## src/rtl/pc_redirect_pkg.sv

```systemverilog
// Shared types for the execute-to-fetch redirect path: condition codes, FSM states, ALU flag positions.
package pc_redirect_pkg;

    typedef enum logic [2:0] {
        EQ  = 3'd0,
        NE  = 3'd1,
        LT  = 3'd2,
        GE  = 3'd3,
        LTU = 3'd4,
        GEU = 3'd5,
        AL  = 3'd6,
        NV  = 3'd7
    } cond_e;

    typedef enum logic [1:0] {
        IDLE     = 2'd0,
        REDIRECT = 2'd1,
        FLUSH    = 2'd2
    } state_e;

    // Bit positions inside the {Z,N,C,V} flag nibble
    localparam int FLAG_Z = 3;
    localparam int FLAG_N = 2;
    localparam int FLAG_C = 1;
    localparam int FLAG_V = 0;

endpackage

```

## src/rtl/pc_redirect_unit_branch_cond_eval.sv

```systemverilog
// Condition-code evaluator: maps cond_e plus ALU flags to a taken bit.
// Purely combinational, no latency, no backpressure.
module branch_cond_eval
    import pc_redirect_pkg::*;
(
    input  cond_e      ex_cond,
    input  logic [3:0] ex_flags,
    output logic       cond_true
);

    logic z, n, c, v;

    assign z = ex_flags[FLAG_Z];
    assign n = ex_flags[FLAG_N];
    assign c = ex_flags[FLAG_C];
    assign v = ex_flags[FLAG_V];

    always_comb begin
        cond_true = 1'b0;
        case (ex_cond)
            EQ:      cond_true = z;
            NE:      cond_true = ~z;
            LT:      cond_true = n ^ v;
            GE:      cond_true = ~(n ^ v);
            LTU:     cond_true = ~c;
            GEU:     cond_true = c;
            AL:      cond_true = 1'b1;
            NV:      cond_true = 1'b0;
            default: cond_true = 1'b0;
        endcase
    end

endmodule

```

## src/rtl/pc_redirect_unit.sv

```systemverilog
// Resolves execute-stage branches/jumps into a registered fetch redirect plus a flush window.
// Latency 1 cycle from accept; redirect held while stall=1; ex_* ignored while busy.
module pc_redirect_unit
    import pc_redirect_pkg::*;
#(
    parameter int N           = 32,
    parameter int FLUSH_SLOTS = 2,
    parameter int CNT_W       = 8
) (
    input  logic             clk,
    input  logic             reset,
    input  logic             ex_valid,
    input  logic             ex_is_jump,
    input  logic             ex_is_branch,
    input  logic [2:0]       ex_cond,
    input  logic [3:0]       ex_flags,
    input  logic [N-1:0]     ex_pc,
    input  logic [N-1:0]     ex_offset,
    input  logic             stall,
    output logic [N-1:0]     jmp_pc,
    output logic             pc_selector,
    output logic             flush,
    output logic             busy,
    output logic             misalign_err,
    output logic [CNT_W-1:0] redirect_count
);

    localparam int FC_W = (FLUSH_SLOTS > 0) ? $clog2(FLUSH_SLOTS + 1) : 1;

    state_e           state_q, state_d;
    logic [N-1:0]     jmp_q, jmp_d;
    logic [CNT_W-1:0] cnt_q, cnt_d;
    logic [FC_W-1:0]  fcnt_q, fcnt_d;
    logic             sel_q, sel_d;
    logic             flush_q, flush_d;
    logic             busy_q, busy_d;
    logic             mis_q, mis_d;

    logic             cond_true;
    logic             take;
    logic [N-1:0]     target;

    branch_cond_eval u_cond (
        .ex_cond   (cond_e'(ex_cond)),
        .ex_flags  (ex_flags),
        .cond_true (cond_true)
    );

    assign take   = ex_valid & (ex_is_jump | (ex_is_branch & cond_true));
    // Carry out is dropped on purpose: targets wrap modulo 2^N
    assign target = ex_pc + ex_offset;

    always_comb begin
        state_d = state_q;
        jmp_d   = jmp_q;
        cnt_d   = cnt_q;
        fcnt_d  = fcnt_q;
        mis_d   = 1'b0;
        case (state_q)
            IDLE: begin
                if (take) begin
                    if (target[1:0] == 2'b00) begin
                        jmp_d   = target;
                        state_d = REDIRECT;
                        if (cnt_q != {CNT_W{1'b1}}) cnt_d = cnt_q + 1'b1;
                    end else begin
                        mis_d = 1'b1;
                    end
                end
            end
            REDIRECT: begin
                if (!stall) begin
                    if (FLUSH_SLOTS > 0) begin
                        state_d = FLUSH;
                        fcnt_d  = FC_W'(FLUSH_SLOTS);
                    end else begin
                        state_d = IDLE;
                    end
                end
            end
            FLUSH: begin
                if (!stall) begin
                    if (fcnt_q == FC_W'(1)) begin
                        state_d = IDLE;
                        fcnt_d  = '0;
                    end else begin
                        fcnt_d = fcnt_q - 1'b1;
                    end
                end
            end
            default: state_d = IDLE;
        endcase
        sel_d   = (state_d == REDIRECT);
        flush_d = (state_d != IDLE);
        busy_d  = (state_d != IDLE);
    end

    always_ff @(posedge clk or posedge reset) begin
        if (reset) begin
            state_q <= IDLE;
            jmp_q   <= '0;
            cnt_q   <= '0;
            fcnt_q  <= '0;
            sel_q   <= 1'b0;
            flush_q <= 1'b0;
            busy_q  <= 1'b0;
            mis_q   <= 1'b0;
        end else begin
            state_q <= state_d;
            jmp_q   <= jmp_d;
            cnt_q   <= cnt_d;
            fcnt_q  <= fcnt_d;
            sel_q   <= sel_d;
            flush_q <= flush_d;
            busy_q  <= busy_d;
            mis_q   <= mis_d;
        end
    end

    assign jmp_pc         = jmp_q;
    assign pc_selector    = sel_q;
    assign flush          = flush_q;
    assign busy           = busy_q;
    assign misalign_err   = mis_q;
    assign redirect_count = cnt_q;

endmodule

```

## config.mk

```make
export PLATFORM = sky130hd
export DESIGN_NAME = pc_redirect_unit
export DESIGN_NICKNAME = d
export VERILOG_FILES = /design/src/rtl/pc_redirect_pkg.sv /design/src/rtl/pc_redirect_unit_branch_cond_eval.sv /design/src/rtl/pc_redirect_unit.sv
export SDC_FILE = /design/constraint.sdc
export NUM_CORES = 1
export LEC_CHECK = 0
export CAP_MARGIN = 5
export CORE_UTILIZATION = 48
export DETAILED_ROUTE_END_ITERATION = 6
export GPL_ROUTABILITY_DRIVEN = 0
export PLACE_DENSITY_LB_ADDON = 0.08
export SETUP_SLACK_MARGIN = 0.1
export SLEW_MARGIN = 20
export SYNTH_ARGS = -nofsm -noshare
export SYNTH_HDL_FRONTEND = slang
export SYNTH_SLANG_ARGS = --single-unit
```

## constraint.sdc

```tcl
create_clock -name clk -period 2.9 [get_ports clk]
set_clock_uncertainty 0.05 [all_clocks]
set_input_delay 0.435 -clock clk [delete_from_list [all_inputs] [get_ports clk]]
set_output_delay 0.435 -clock clk [all_outputs]
set_load 0.02 [all_outputs]
```

==> implementation parameters <==
Parameter                              Value

Min path
  WHS Path Cells    2
  Worst min-delay path endpoint    jmp_pc[6]
  Min-delay src    jmp_pc[6]
  Min-Delay Path Class    flop to flop

Route
  Remaining routing DRC violations    0
  Detailed-route vias per instance    5.73
  Total wirelength of the detailed-routed design    11,100 um
  Met2 Wirelength    5410 um
  Routed length on met1    4780 um
  DR vias    4,203
  ANT nets after route    0
  Routed length on met3    733 um
  Router iterations before antenna repair    5
  First-iteration detailed-routing DRC count    170
  Detail-routed net length per standard cell    15.1 um
  Uppermost metal layer occupied by signal nets    met4

Setup path
  Startpoint type of the worst setup path    input pin
  Peak fanout along the critical path    5
  Number of buffers and inverters on the critical path    2
  Reg2reg setup slack    0.60 ns
  Kind of end point of the critical path    flop
  CP Class    input pin to flop
  Highest-delay cell along the critical path    sky130_fd_sc_hd__clkdlybuf4s50_1
  Startpoint of the worst-slack reg-to-reg timing path    state_q[0]
  Worst Reg-to-Reg Cells    9
  Top delay family on crit path    compound AO/OA/AOI/OAI gates
  Required time of the worst setup path    3.03 ns
  Cells traversed along the worst timing path    clkdlybuf4s50_1 -> ha_1 -> buf_4 -> a21oi_1 -> o221ai_1 -> a221o_1 -> a31o_2 -> xnor2_1 -> o21ai_0
  Capturing point of the worst reg2reg path    jmp_pc[30]
  Critical Path Max Stage Delay    0.41 ns
  Worst endpoint data arrival time    2.79 ns
  Worst setup path startpoint    ex_pc[14]

Clock network
  Cell at the root of the clock tree    sky130_fd_sc_hd__clkbuf_8
  Clock transition at the registers of the reported paths    0.09 ns
  Cts bufs inserted    5
  Number of buffers on the longest clock path    2
  Clock insertion delay at the later pin of the skew report    0.30 ns
  Hold_buf cts    0
  Sink count of the clock tree    47
  H-tree depth    2
  CTS tree    built

GRT
  Total global routing overflow    0
  Largest net degree at the start of global routing    43
  Vias in the first global route    4,071
  First-pass GRT wire length    18,500 um
  Initial antenna violation count    0
  Gr usage total    27.3%

Final layout
  Ratio of cells with drive above 1 in the final layout    16.0%
  Final net count    742
  Number of diodes    0
  Area overhead of the layout relative to synthesis    50.4%

Synth
  Warnings, synthesis    0
  Sequential element share of the synthesized area    30.5%
  Cell area after technology mapping    3850 um^2
  Most frequently used flop master after synthesis    sky130_fd_sc_hd__dfrtp_1
  Portion of synthesized cell area occupied by the leading cell type    30.5%
  Area leader, netlist    sky130_fd_sc_hd__dfrtp_1
  Synth Area in Adders    11.2%
  Number of enable flip-flop cells after synthesis    0
  Total nets after synthesis    576
  Simple-gate area share of the yosys netlist    23.0%
  Post-Syn Instances    465
  Main combinational cell family by area after synthesis    compound AO/OA/AOI/OAI gates
  Dominant cell by count in the synthesized netlist    sky130_fd_sc_hd__nand2_1
  Average cell area after synthesis    8.28 um^2
  Compound-gate portion of the synthesized area    23.5%
  Post-synthesis cell type count    71
  Share of the synthesized netlist area taken by xor and xnor gates    5.68%
  Number of register bits inferred by synthesis    47
  Multiplexer share of the synthesized area    0.812%
  Top cell types by occurrence after synthesis    sky130_fd_sc_hd__nand2_1, sky130_fd_sc_hd__dfrtp_1, sky130_fd_sc_hd__a21oi_1, sky130_fd_sc_hd__o21ai_0
  Largest cells by area after synthesis    sky130_fd_sc_hd__dfrtp_1, sky130_fd_sc_hd__ha_1, sky130_fd_sc_hd__nand2_1
  Post-synth ARST share    100%

Floorplanning
  Number of core rows    32
  Overall die area    8390 um^2
  Die height    91.6 um
  Placeable core region    7730 um^2
  Number of top-level design ports    121
  Chip Width    91.6 um
  Starting Density    49.9%

STA
  Worst slew slack as a fraction of its limit    40.2%
  Unrepaired setup endpoints after global routing    false
  Total Negative Setup Slacks    0 ns
  Highest achievable clock rate    376 MHz
  Setup violators final    0
  Worst slew pin tran    0.896 ns
  Post-route worst setup slack    0.237 ns
  Number of hold violations in the final report    0
  Crit path time final    2.66 ns
  Final period util    91.8%
  Max-slew violation count    0

Placed design
  HPWL after DPL    8580 um
  Pre-CTS setup slack    -0.606 ns
  Count of input and output buffers    120

Power and ir drop
  Static Leakage    2.56 nW
  Highest ir drop seen on vdd    0.341 mV
  Pwr dens    611 nW/um^2

Outcome
  Result of the run    completed

Job
  Number of maximum-capacitance violations    0
-- logic make-up (layout without fill, tap and decap cells) --
logic type	count (synthesis)	in the layout
simple gates	180	181
compound gates	140	140
flops	47	47
buf+inv	36	202
fa+ha+maj	34	34
xor+xnor	25	25
mux	3	3
-- cell usage in the layout (no fill, tap or decap), types with 16 or more instances in the layout --
master                            count
sky130_fd_sc_hd__clkdlybuf4s50_1    116
sky130_fd_sc_hd__nand2_1             64
sky130_fd_sc_hd__buf_4               52
sky130_fd_sc_hd__dfrtp_1             47
sky130_fd_sc_hd__o21ai_0             36
sky130_fd_sc_hd__a21oi_1             36
sky130_fd_sc_hd__nor2_1              33
sky130_fd_sc_hd__ha_1                32
sky130_fd_sc_hd__nand3_1             23
sky130_fd_sc_hd__xnor2_1             16
-- layer usage --
layer  up-vias  track usage, %
met3        14            3.18
met2       169            47.6
met1      1992            35.5
met5         -               0
li1       2028               -
met4         0            7.54
-- power by group --
part | leakage, nW | internal [W] | total (W) | switching (W)
combinational | 1.91 | 0.000966 | 0.00193 | 0.000963
sequential | 0.595 | 0.000913 | 0.00111 | 0.000193
clock | 0.0548 | 0.000260 | 0.000505 | 0.000245
total | 2.56 | 0.00214 | 0.00354 | 0.00140
-- worst reg2reg max path, stage by stage (launching register included) --
cell	delay, ns
sky130_fd_sc_hd__dfrtp_1	0.47
sky130_fd_sc_hd__nor3b_2	0.38
sky130_fd_sc_hd__nand3_4	0.13
sky130_fd_sc_hd__nor4b_4	0.35
sky130_fd_sc_hd__buf_4	0.18
sky130_fd_sc_hd__or3b_4	0.12
sky130_fd_sc_hd__buf_12	0.13
sky130_fd_sc_hd__nand2_1	0.06
sky130_fd_sc_hd__or3_1	0.30
sky130_fd_sc_hd__nand3_1	0.07
-- worst max path at each step --
stage,endpoint,slack [ns],cells after the start
floorplan,redirect_count[1],0.25,9
global placement,jmp_pc[31],-0.53,12
detailed placement,jmp_pc[31],-0.61,12
CTS,jmp_pc[15],0.10,11
global route,jmp_pc[27],0.11,9
finish,jmp_pc[21],0.24,9
-- sequential cells by signal, indices dropped and copies added, names as in the netlist --
signal          count
busy                1
state_q             2
misalign_err        1
redirect_count      8
pc_selector         1
fcnt_q              2
jmp_pc             32
-- layout make-up --
| cell class | count | area [um^2] |
|---|---|---|
| timing repair buffer | 181 | 1760 |
| fill | 563 | 1930 |
| sequential | 47 | 1180 |
| tap | 102 | 128 |
| inverter | 13 | 48.8 |
| clock inverter | 3 | 46.3 |
| clock buffer | 5 | 68.8 |
| multi-input combinational | 383 | 2570 |
-- repair_timing --
action	CTS	global route
pin swaps	10	3
resized for setup	20	9
cloned	2	0
endpoints found under the setup margin	38	36
setup buffers	10	3
-- per-stage QoR --
stage                     utilization, %  instance area, um^2  power, W  cells  hold slack [ns]
after floorplan                        -                 3850   0.00206    465            0.432
after global placement              70.4                 5440   0.00290    711            0.402
after detailed placement            70.4                 5440   0.00295    711            0.407
after CTS                           74.4                 5750   0.00353    731            0.425
after global routing                75.0                 5790   0.00376    734            0.460
final                               75.0                 5790   0.00354    734            0.421
No activity file was read; power rests on OpenSTA's default activity.
